===== src/rtl/clkdiv_prog.sv =====
// clkdiv_prog: run-time programmable clock divider, 50% duty square wave plus rising-edge tick strobe.
// Latency: outputs registered; a load is applied at the first wrap after capture (next edge if en=0).
// Backpressure: none; a newer load before the apply point replaces the pending value (one ack only).
// Ports: clk, rst_n (async, active low), en (count enable), half_in/load (half-period request),
//        clk_out (divided wave), tick (pulse on clk_out rising), load_ack (new half-period live),
//        load_err (zero half-period rejected). Define CLKDIV_SYNC_CLR_EN to add clr (sync restart).
module clkdiv_prog #(
    parameter int          CNT_W    = 26,
    parameter int unsigned HALF_DEF = 50
) (
    input  logic             clk,
    input  logic             rst_n,
    input  logic             en,
    input  logic [CNT_W-1:0] half_in,
    input  logic             load,
`ifdef CLKDIV_SYNC_CLR_EN
    input  logic             clr,
`endif
    output logic             clk_out,
    output logic             tick,
    output logic             load_ack,
    output logic             load_err
);

    localparam logic [CNT_W-1:0] HALF_RST = CNT_W'(HALF_DEF);
    localparam logic [CNT_W-1:0] ONE      = CNT_W'(1);

    logic [CNT_W-1:0] count_q, count_d;
    logic [CNT_W-1:0] half_q, half_d;
    logic [CNT_W-1:0] pend_val_q, pend_val_d;
    logic             pend_vld_q, pend_vld_d;
    logic             clk_out_q, clk_out_d;
    logic             tick_q, tick_d;
    logic             load_ack_q, load_ack_d;
    logic             load_err_q, load_err_d;
    logic             clr_act;
    logic             wrap;
    logic             apply;

`ifdef CLKDIV_SYNC_CLR_EN
    assign clr_act = clr;
`else
    assign clr_act = 1'b0;
`endif

    always_comb begin
        count_d    = count_q;
        half_d     = half_q;
        pend_val_d = pend_val_q;
        pend_vld_d = pend_vld_q;
        clk_out_d  = clk_out_q;
        tick_d     = 1'b0;
        load_ack_d = 1'b0;
        load_err_d = load && (half_in == '0);
        wrap       = 1'b0;
        apply      = 1'b0;

        if (clr_act) begin
            // Restart the waveform low; pending/half state is left alone so
            // a queued value still lands at a later wrap.
            count_d   = '0;
            clk_out_d = 1'b0;
        end else if (en) begin
            wrap = (count_q == half_q - ONE);
            if (wrap) begin
                count_d   = '0;
                clk_out_d = ~clk_out_q;
                tick_d    = ~clk_out_q;
                // Only a value captured before this edge may change the
                // period, so the switch always happens on a half boundary.
                apply     = pend_vld_q;
            end else begin
                count_d = count_q + ONE;
            end
        end else begin
            // Frozen output: there is no boundary to wait for, adopt at once
            // and restart the half-period from zero.
            apply = pend_vld_q;
            if (pend_vld_q) begin
                count_d = '0;
            end
        end

        if (apply) begin
            half_d     = pend_val_q;
            pend_vld_d = 1'b0;
            load_ack_d = 1'b1;
        end

        // Capture after apply so a load in the apply cycle stays pending.
        if (load && (half_in != '0)) begin
            pend_val_d = half_in;
            pend_vld_d = 1'b1;
        end
    end

    always_ff @(posedge clk or negedge rst_n) begin
        if (!rst_n) begin
            count_q    <= '0;
            half_q     <= HALF_RST;
            pend_val_q <= '0;
            pend_vld_q <= 1'b0;
            clk_out_q  <= 1'b0;
            tick_q     <= 1'b0;
            load_ack_q <= 1'b0;
            load_err_q <= 1'b0;
        end else begin
            count_q    <= count_d;
            half_q     <= half_d;
            pend_val_q <= pend_val_d;
            pend_vld_q <= pend_vld_d;
            clk_out_q  <= clk_out_d;
            tick_q     <= tick_d;
            load_ack_q <= load_ack_d;
            load_err_q <= load_err_d;
        end
    end

    assign clk_out  = clk_out_q;
    assign tick     = tick_q;
    assign load_ack = load_ack_q;
    assign load_err = load_err_q;

endmodule


===== config.mk =====
export PLATFORM = sky130hd
export DESIGN_NAME = clkdiv_prog
export DESIGN_NICKNAME = d
export VERILOG_FILES = /design/src/rtl/clkdiv_prog.sv
export SDC_FILE = /design/constraint.sdc
export NUM_CORES = 1
export LEC_CHECK = 0
export CORE_UTILIZATION = 50
export CTS_CLUSTER_DIAMETER = 50
export DETAILED_ROUTE_END_ITERATION = 16
export PLACE_DENSITY = 0.69
export SYNTH_ARGS = -nofsm -noshare
export SYNTH_HDL_FRONTEND = slang
export SYNTH_SLANG_ARGS = --single-unit

===== constraint.sdc =====
create_clock -name clk -period 4.4 [get_ports clk]
set_input_delay 0.66 -clock clk [delete_from_list [all_inputs] [get_ports clk]]
set_output_delay 0.66 -clock clk [all_outputs]
set_load 0.01 [all_outputs]

* Yosys cells after proc, flatten, opt, wreduce, memory -nomap -nowiden
Index checks and enable logic that the tools add are counted. Widths: inputs -> output; s select.
Word-level totals: RAM bits 0, logic and storage cells 29, memory bits (read-only) 0, output and inout port bits 4, bits in latches 0, memories 0, input bits 30, flip-flop bits (word level) 83
Cells by class: div/mod/pow operators 0, equal/unequal tests 1, multiply operators 0, shift operators 0, $add $sub $neg 2, magnitude comparators 0, mux-type cells 10, reduce and logical (&&, ||, !) cells 7, bitwise operators 1
Operator list (count):
- $mux 26 | 3
- $add 26x1->26 const B | 1
- $eq 26x26->1 | 1
- $logic_not 26->1 | 1
- $reduce_bool 26->1 | 1
- $sub 26x1->26 const B | 1
- $mux 1 | 7
- $reduce_bool 2->1 | 2
- $logic_and 1x1->1 | 2
- $reduce_and 2->1 | 1
- $not 1->1 | 1

* Longest topological paths before layout
word-level depth 6, gate-level depth with buffers 13

* Worst setup path after synthesis
No wires, ideal clock.
kind register to register, from register half_q[4], to register count_q[10], slack 0.967 ns, arrival time 3.313 ns, path buffers 3, stages on the path, launching flop included 12, data required time 4.280 ns, setup time 0.120 ns, path through dfstp_2 > clkbuf_1 > or4_1 > clkbuf_1 > nor3_2 > nand3_1 > mux2i_1 > or4_1 > a2111oi_4 > nand3_1 > clkbuf_1 > and3_1
On the way: longest elaborated chain between the ends 4
RTL lines:
- start, declared | RTL line 29 | logic [CNT_W-1:0] half_q, half_d;
- start signal, assigned | RTL line 109 | half_q <= half_d;
- $sub 26x1->26 | RTL line 64 | wrap = (count_q == half_q - ONE);
- $eq 26x26->1 | RTL line 64
- $mux 26 | RTL line 65 | if (wrap) begin
- $mux 26 | RTL line 63 | end else if (en) begin
- end signal, assigned | RTL line 108 | count_q <= count_d;
- end, declared | RTL line 28 | logic [CNT_W-1:0] count_q, count_d;
Every way passes these cells. A chain may end at the register's enable or synchronous reset.

* Worst setup path in the final report
from register half_q[0], to register half_q[2]
On the way: longest elaborated chain between the ends 4
RTL lines (RTL line):
- $sub 26x1->26 | 64
- $eq 26x26->1 | 64
- $mux 1 | 65
- $mux 1 | 63
Every way passes these cells.

==> impl_metrics.csv <==
group,metric,value,unit
synthesis,post_synthesis_xor_xnor_area_fraction,0.0974,
layout,flow.area_growth_from_synthesis,10.1,%
synthesis,synthCells,557,
routing,drtAntennaViolNets,0,
synthesis,seq_area_frac_synth,0.406,
clock_network,cts_num_sinks,83,
synthesis,yosys.area.top_type_share,0.391,
routing,drt-initial-drc-count,388,
grt,first_pass_grt_wire_length,19.9,mm
clock_network,cts-resized-gates,0,
die,dieArea,10700,µm²
clock_network,cts_tree,"yes",
layout,final_net_count,589,
worst_setup_path,cp-start-kind,"flop",
die,floorplan.die.height,103,µm
clock_network,clk_pin_slew_worst_setup_hold_paths,0.09,ns
clock_network,cts.hold.buffers_added,0,
timing,clk_skew,0.0121,ns
grt,grt_pass1_vias,3924,
clock_network,htreeDepth,3,
synthesis,synth_simple_gate_area_share,0.258,
clock_network,cts_root_buf,"sky130_fd_sc_hd__clkbuf_8",
grt,grt_max_degree,84,
synthesis,mean_area_per_synthesized_cell,9.20,µm²
worst_setup_path,crit_required,4.69,ns
synthesis,synthDominantAreaCellType,"sky130_fd_sc_hd__dfrtp_1",
timing,worstMarginPinSlew,1.05,ns
place,globalplace.congestion,0.850,
timing,post-route-period-util,0.882,
routing,dr_total_vias,4297,
grt,global_route.overflow_total,0,
worst_hold_path,hold_path.class,"input pin to asynchronous set/reset pin",
synthesis,yosysWarnings,0,
clock_network,cts-root-to-sink-buffers,2,
synthesis,synth_seq_cells,83,
timing,hold-worst-slack,0.441,ns
routing,dr.pass1.iters,6,
clock_network,cts_setup_buffers,0,
clock_network,clock_latency,0.37,ns
routing,drcViolationCount,0,
timing,relSlewSlack,0.301,
timing,setup_viol,0,
routing,post_drt_via_cell_ratio,6.19,
synthesis,post_synth_instance_area,5130,µm²
clock_network,cts_buffers,9,
synthesis,synth_compound_gate_area_share,0.141,
job,cap_violations,0,
power,cellPowerDensity,313,nW/µm²
die,floorplan.rows,36,
worst_setup_path,worst-path-max-fanout,52,
die,pin_count,34,
synthesis,largest_family_of_logic_cells_by_synthesized_area,"simple AND/OR/NAND/NOR gates",
synthesis,synth_edf_count,0,
synthesis,yosys.cell_types.count,54,
synthesis,synth_nets,589,
place,place.port_buffers,33,
timing,hold_viol_final,0,
place,place.detailed.hpwl,8.02,mm
synthesis,post-synth-top-count-cell,"sky130_fd_sc_hd__dfrtp_1",
grt,grtUsageTotal,0.245,
die,coreArea,9860,µm²
synthesis,share_of_flip_flops_with_an_asynchronous_set_or_reset_after_synthesis,1.00,
worst_setup_path,worst_setup_path_end_kind,"flop",
timing,setup_tns,0,ns
routing,post_drt_wl_per_cell,17.2,µm
die,die_w,103,µm
synthesis,synth-main-ff-cell,"sky130_fd_sc_hd__dfrtp_1",
synthesis,share_of_synthesized_area_spent_on_multiplexers,0.0481,
synthesis,synth_fa_ha_area_frac,0.00488,
timing,finalWorstPathRequiredPeriod,3.88,ns
worst_setup_path,worst_setup_slack_for_register_to_register_paths,0.52,ns
synthesis,synth.area.top_cells,"sky130_fd_sc_hd__dfrtp_1 39%, sky130_fd_sc_hd__xnor2_1 6.8%, sky130_fd_sc_hd__mux2_2 4.6%",
layout,antenna_cells_inserted,0,
power,power.static_leakage,0.00223,µW
power,peakVddDrop,0.239,mV
timing,fmax,0.258,GHz
synthesis,most_frequent_cells_after_synthesis,"80 x sky130_fd_sc_hd__dfrtp_1, 63 x sky130_fd_sc_hd__nand2_1, 47 x sky130_fd_sc_hd__clkbuf_1, 40 x sky130_fd_sc_hd__xnor2_1, 34 x sky130_fd_sc_hd__nand4_1",
grt,grt_antenna_before_repair,0,
routing,postRouteWirelength,11.9,mm
timing,slew_viol_final,0,
layout,drive_above_1_share,0.0998,
run_status,status,"complete, no violations",
worst_setup_path,path_class,"flop to flop",
worst_setup_path,critical_path_arrival,4.17,ns
timing,grt_setup_unrepaired,"false",
die,floorplan.initialDensity,0.520,
final timing paths:
kind	startpoint	to	cells after the start
hold / removal	rst_n	count_q[1]	1
hold reg to reg	clk_out	tick	1
min in group clk	clk_out	tick	1
setup / recovery	half_q[0]	half_q[2]	10
setup reg to reg	half_q[0]	half_q[2]	10
max in group asynchronous	rst_n	pend_val_q[1]	1
where the power goes:
group / internal [µW] / switching (µW)
sequential: 832 / 116
combinational: 162 / 166
clock: 202 / 288
total: 1200 / 569
layout by cell type, fill, tap and decap left out, types with 4 or more instances in the layout:
| master | Yosys | routed |
|---|---|---|
| sky130_fd_sc_hd__a21oi_1 | 7 | 7 |
| sky130_fd_sc_hd__a222oi_1 | 22 | 22 |
| sky130_fd_sc_hd__a22o_1 | 4 | 4 |
| sky130_fd_sc_hd__a31oi_1 | 5 | 5 |
| sky130_fd_sc_hd__and2_1 | 25 | 25 |
| sky130_fd_sc_hd__and3_1 | 27 | 27 |
| sky130_fd_sc_hd__buf_4 | 0 | 8 |
| sky130_fd_sc_hd__clkbuf_8 | 0 | 9 |
| sky130_fd_sc_hd__clkdlybuf4s50_1 | 0 | 31 |
| sky130_fd_sc_hd__dfrtp_1 | 80 | 80 |
| sky130_fd_sc_hd__inv_1 | 7 | 7 |
| sky130_fd_sc_hd__mux2_2 | 21 | 21 |
| sky130_fd_sc_hd__nand2_1 | 63 | 63 |
| sky130_fd_sc_hd__nand3_1 | 24 | 24 |
| sky130_fd_sc_hd__nand4_1 | 34 | 34 |
| sky130_fd_sc_hd__nor2_1 | 22 | 22 |
| sky130_fd_sc_hd__nor2b_1 | 4 | 4 |
| sky130_fd_sc_hd__nor3_1 | 10 | 10 |
| sky130_fd_sc_hd__nor4_1 | 13 | 13 |
| sky130_fd_sc_hd__o211ai_1 | 26 | 26 |
| sky130_fd_sc_hd__o21ai_0 | 7 | 7 |
| sky130_fd_sc_hd__or4_1 | 5 | 5 |
| sky130_fd_sc_hd__xnor2_1 | 40 | 40 |
| sky130_fd_sc_hd__xor2_1 | 17 | 17 |
cell type report:
type / count / area, µm²
Inverter: 8 / 30.0
Fill cell: 851 / 4220
Tap cell: 133 / 166
Multi-Input combinational cell: 415 / 2820
Clock buffer: 9 / 124
Timing Repair Buffer: 40 / 375
Clock inverter: 6 / 42.5
Sequential cell: 83 / 2080
sequential cells by signal (all words and copies together), names as in the netlist:
| register | flops |
|---|---|
| half_q | 26 |
| tick | 1 |
| count_q | 26 |
| pend_val_q | 26 |
| load_err | 1 |
| load_ack | 1 |
| pend_vld_q | 1 |
| clk_out | 1 |
stage by stage:
stage	setup WS [ns]	total power (µW)	instance area, µm²	utilization	cells
after global routing	0.191	1870	5640	0.572	694
final	0.517	1770	5640	0.572	694
after CTS	0.536	1770	5640	0.572	694
after floorplan	0.967	1170	5130	-	557
after detailed placement	0.579	1290	5480	0.555	679
after global placement	0.612	1270	5480	0.555	679
critical path, stage by stage (launching register included):
cell and delay [ns]:
sky130_fd_sc_hd__dfrtp_1 0.46, sky130_fd_sc_hd__inv_1 0.12, sky130_fd_sc_hd__ha_1 0.23, sky130_fd_sc_hd__or4b_1 0.56
sky130_fd_sc_hd__nor4_4 0.46, sky130_fd_sc_hd__a31oi_1 0.19, sky130_fd_sc_hd__or4_1 0.61, sky130_fd_sc_hd__a2111oi_4 0.38
sky130_fd_sc_hd__buf_4 0.49, sky130_fd_sc_hd__nand4_1 0.17, sky130_fd_sc_hd__o211ai_1 0.12
logic make-up (layout without fill, tap and decap cells):
| logic type | count (synthesis) | after routing |
|---|---|---|
| AND/OR/NAND/NOR | 245 | 245 |
| AO/OA/AOI/OAI | 89 | 89 |
| buffers and inverters | 59 | 63 |
| XOR/XNOR | 57 | 57 |
| multiplexers | 22 | 22 |
| adder cells (fa/ha/maj) | 2 | 2 |
| flip-flops | 83 | 83 |
routing by layer:
layer | GRT usage | vias up | share of wire
met5 | 0 | - | 0
met4 | 0.0856 | 0 | 0.018
met3 | 0.0524 | 18 | 0.057
met2 | 0.371 | 142 | 0.46
met1 | 0.349 | 2076 | 0.46
li1 | - | 2061 | -
No activity file was read; power rests on OpenSTA's default activity.
==> patch (config.mk and constraints unchanged) <==
`CNT_W`: 26 -> 34.
--- a/src/rtl/clkdiv_prog.sv
+++ b/src/rtl/clkdiv_prog.sv
@@ -5,7 +5,7 @@
 //        clk_out (divided wave), tick (pulse on clk_out rising), load_ack (new half-period live),
 //        load_err (zero half-period rejected). Define CLKDIV_SYNC_CLR_EN to add clr (sync restart).
 module clkdiv_prog #(
-    parameter int          CNT_W    = 26,
+    parameter int          CNT_W    = 34,
     parameter int unsigned HALF_DEF = 50
 ) (
     input  logic             clk,
Interface: changed (resized half_in); port bits go from 34 to 42. The function was not compared with the original's and may differ.
==> patch against the unedited design <==
- via count increased by 12%
- power increased by 42%
- critical path depth unchanged
- combinational power increased by 41%
- critical endpoint is now count_q[26]
- final area increased by 22%
- synthesized area increased by 19%
- highest routed layer unchanged
- utilization increased by 1.9 points
- count of clock-buffer cells in the layout increased by 1
- sequential cell count increased by 24
- routed wire length increased by 23%
- critical path type unchanged
- setup slack improved by 160 ps
==> patch: results (changes against the unedited design) <==
status finished, final reports clean (unchanged); vias 4808 (was 4297); clock latency on the worst-skew pair 360 ps; VDD IR max 0.264 mV (was 0.239 mV); post-synthesis compound-gate area fraction 9.52% (was 14.1%); ratio of cells with drive above 1 in the final layout 11.7% (was 9.98%); Seq/Total Area, Yosys 44.0% (was 40.6%); hold slack 73.6 ps (was 441 ps); vias in the first global route 4494 (was 3924); Syn Nets 650 (was 589); xor and xnor area share after synthesis 5.89% (was 9.74%); critical path arrival 3970 ps (was 4170 ps); first-pass GRT wire length 23.7 mm (was 19.9 mm); Worst Tran Pin Value 1270 ps (was 1050 ps); commonest cells in the netlist 104 x dfrtp_1, 69 x nand2_1, 39 x nand3_1, 35 x mux2_1 (was 80 x dfrtp_1, 63 x nand2_1, 47 x clkbuf_1, 40 x xnor2_1, 34 x nand4_1); H-tree depth 3 (unchanged); Cell variety after synth 68 (was 54); pin count of the biggest net entering global routing 62 (was 84); root buffer cell clkbuf_16 (was clkbuf_8); hold violation count in the final report 0 (unchanged); adder-cell area share of the yosys netlist 0.574% (was 0.488%); Total GRT Usage 24.4% (was 24.5%); Worst Skew 11.3 ps (was 12.1 ps); Iter 0 DRT Violations 376 (was 388); wire length per cell 18.6 µm (was 17.2 µm); nets 677 (was 589); Final HPWL DP 10.9 mm (was 8.02 mm); P_leak 2.73 nW (was 2.23 nW); crit-path max FO 30 (was 52); # Post-CTS Setup Buffers 0 (unchanged); top post-synthesis cells by area dfrtp_1 43%, mux2_1 6.5%, mux2_2 5.9% (was dfrtp_1 39%, xnor2_1 6.8%, mux2_2 4.6%); RePlAce Congestion 0.937 (was 0.850); TritonCTS buffer count 9 (unchanged); post-synthesis mux area share 13.2% (was 4.81%); PortBufs 41 (was 33); Top Registers count_q (34), half_q (34), pend_val_q (34) (was count_q (26), half_q (26), pend_val_q (26))
[patch: logic make-up (layout without fill, tap and decap cells)]
| logic type | count (synthesis) | after routing |
|---|---|---|
| compound gates | 83 | 83 |
| xor+xnor | 41 | 41 |
| fa+ha+maj | 3 | 3 |
| buf+inv | 51 | 83 |
| flops | 107 | 107 |
| mux | 72 | 72 |
| simple gates | 253 | 253 |
[patch: power by group]
| part | internal [mW] | switching, mW | total (mW) |
|---|---|---|---|
| Combinational | 0.223 | 0.239 | 0.462 |
| Clock | 0.404 | 0.407 | 0.811 |
| Sequential | 1.08 | 0.150 | 1.23 |
[patch: final cells by class]
type	count	area, µm²
Clock buffer	10	229
Clock inverter	6	65.1
Fill cell	992	4770
Inverter	19	71.3
Multi-Input combinational cell	452	3190
Sequential cell	107	2680
Tap cell	143	179
Timing Repair Buffer	48	473
[patch: critical path: stages, from the launching register on]
cell	delay [ps]
dfrtp_1	480
nor4_2	640
and3_1	340
nor4b_1	380
xnor2_1	230
nand4_1	200
nor4_4	420
a21o_2	230
buf_4	320
nor3b_1	90
a221o_1	270
[patch: per-stage QoR]
| step | setup slack, ps | util, % | instance area [µm²] | power [mW] | instances |
|---|---|---|---|---|---|
| CTS | 701 | 59.1 | 6890 | 2.53 | 785 |
| floorplan | 1070 | - | 6100 | 1.53 | 610 |
| global route | 416 | 59.1 | 6890 | 2.63 | 785 |
| finish | 676 | 59.1 | 6890 | 2.51 | 785 |
| detailed placement | 736 | 56.5 | 6600 | 1.71 | 769 |
| global placement | 604 | 56.5 | 6600 | 1.70 | 769 |
[patch: metal layers]
metal  global-route usage (%)  routed length, µm
met5                        0                  0
met4                     5.60                185
met3                     6.26                886
met2                     38.0               6750
met1                     34.2               6800
[patch: worst paths after layout]
kind,slack (ps),startpoint,cells past startpoint,end
setup / recovery,680,half_q[17],10,count_q[26]
setup reg to reg,680,half_q[17],10,count_q[26]
min in group clk,480,pend_val_q[10],2,pend_val_q[10]
max in group asynchronous,3410,rst_n,2,pend_val_q[27]
hold reg to reg,480,pend_val_q[10],2,pend_val_q[10]
hold / removal,70,rst_n,1,count_q[11]
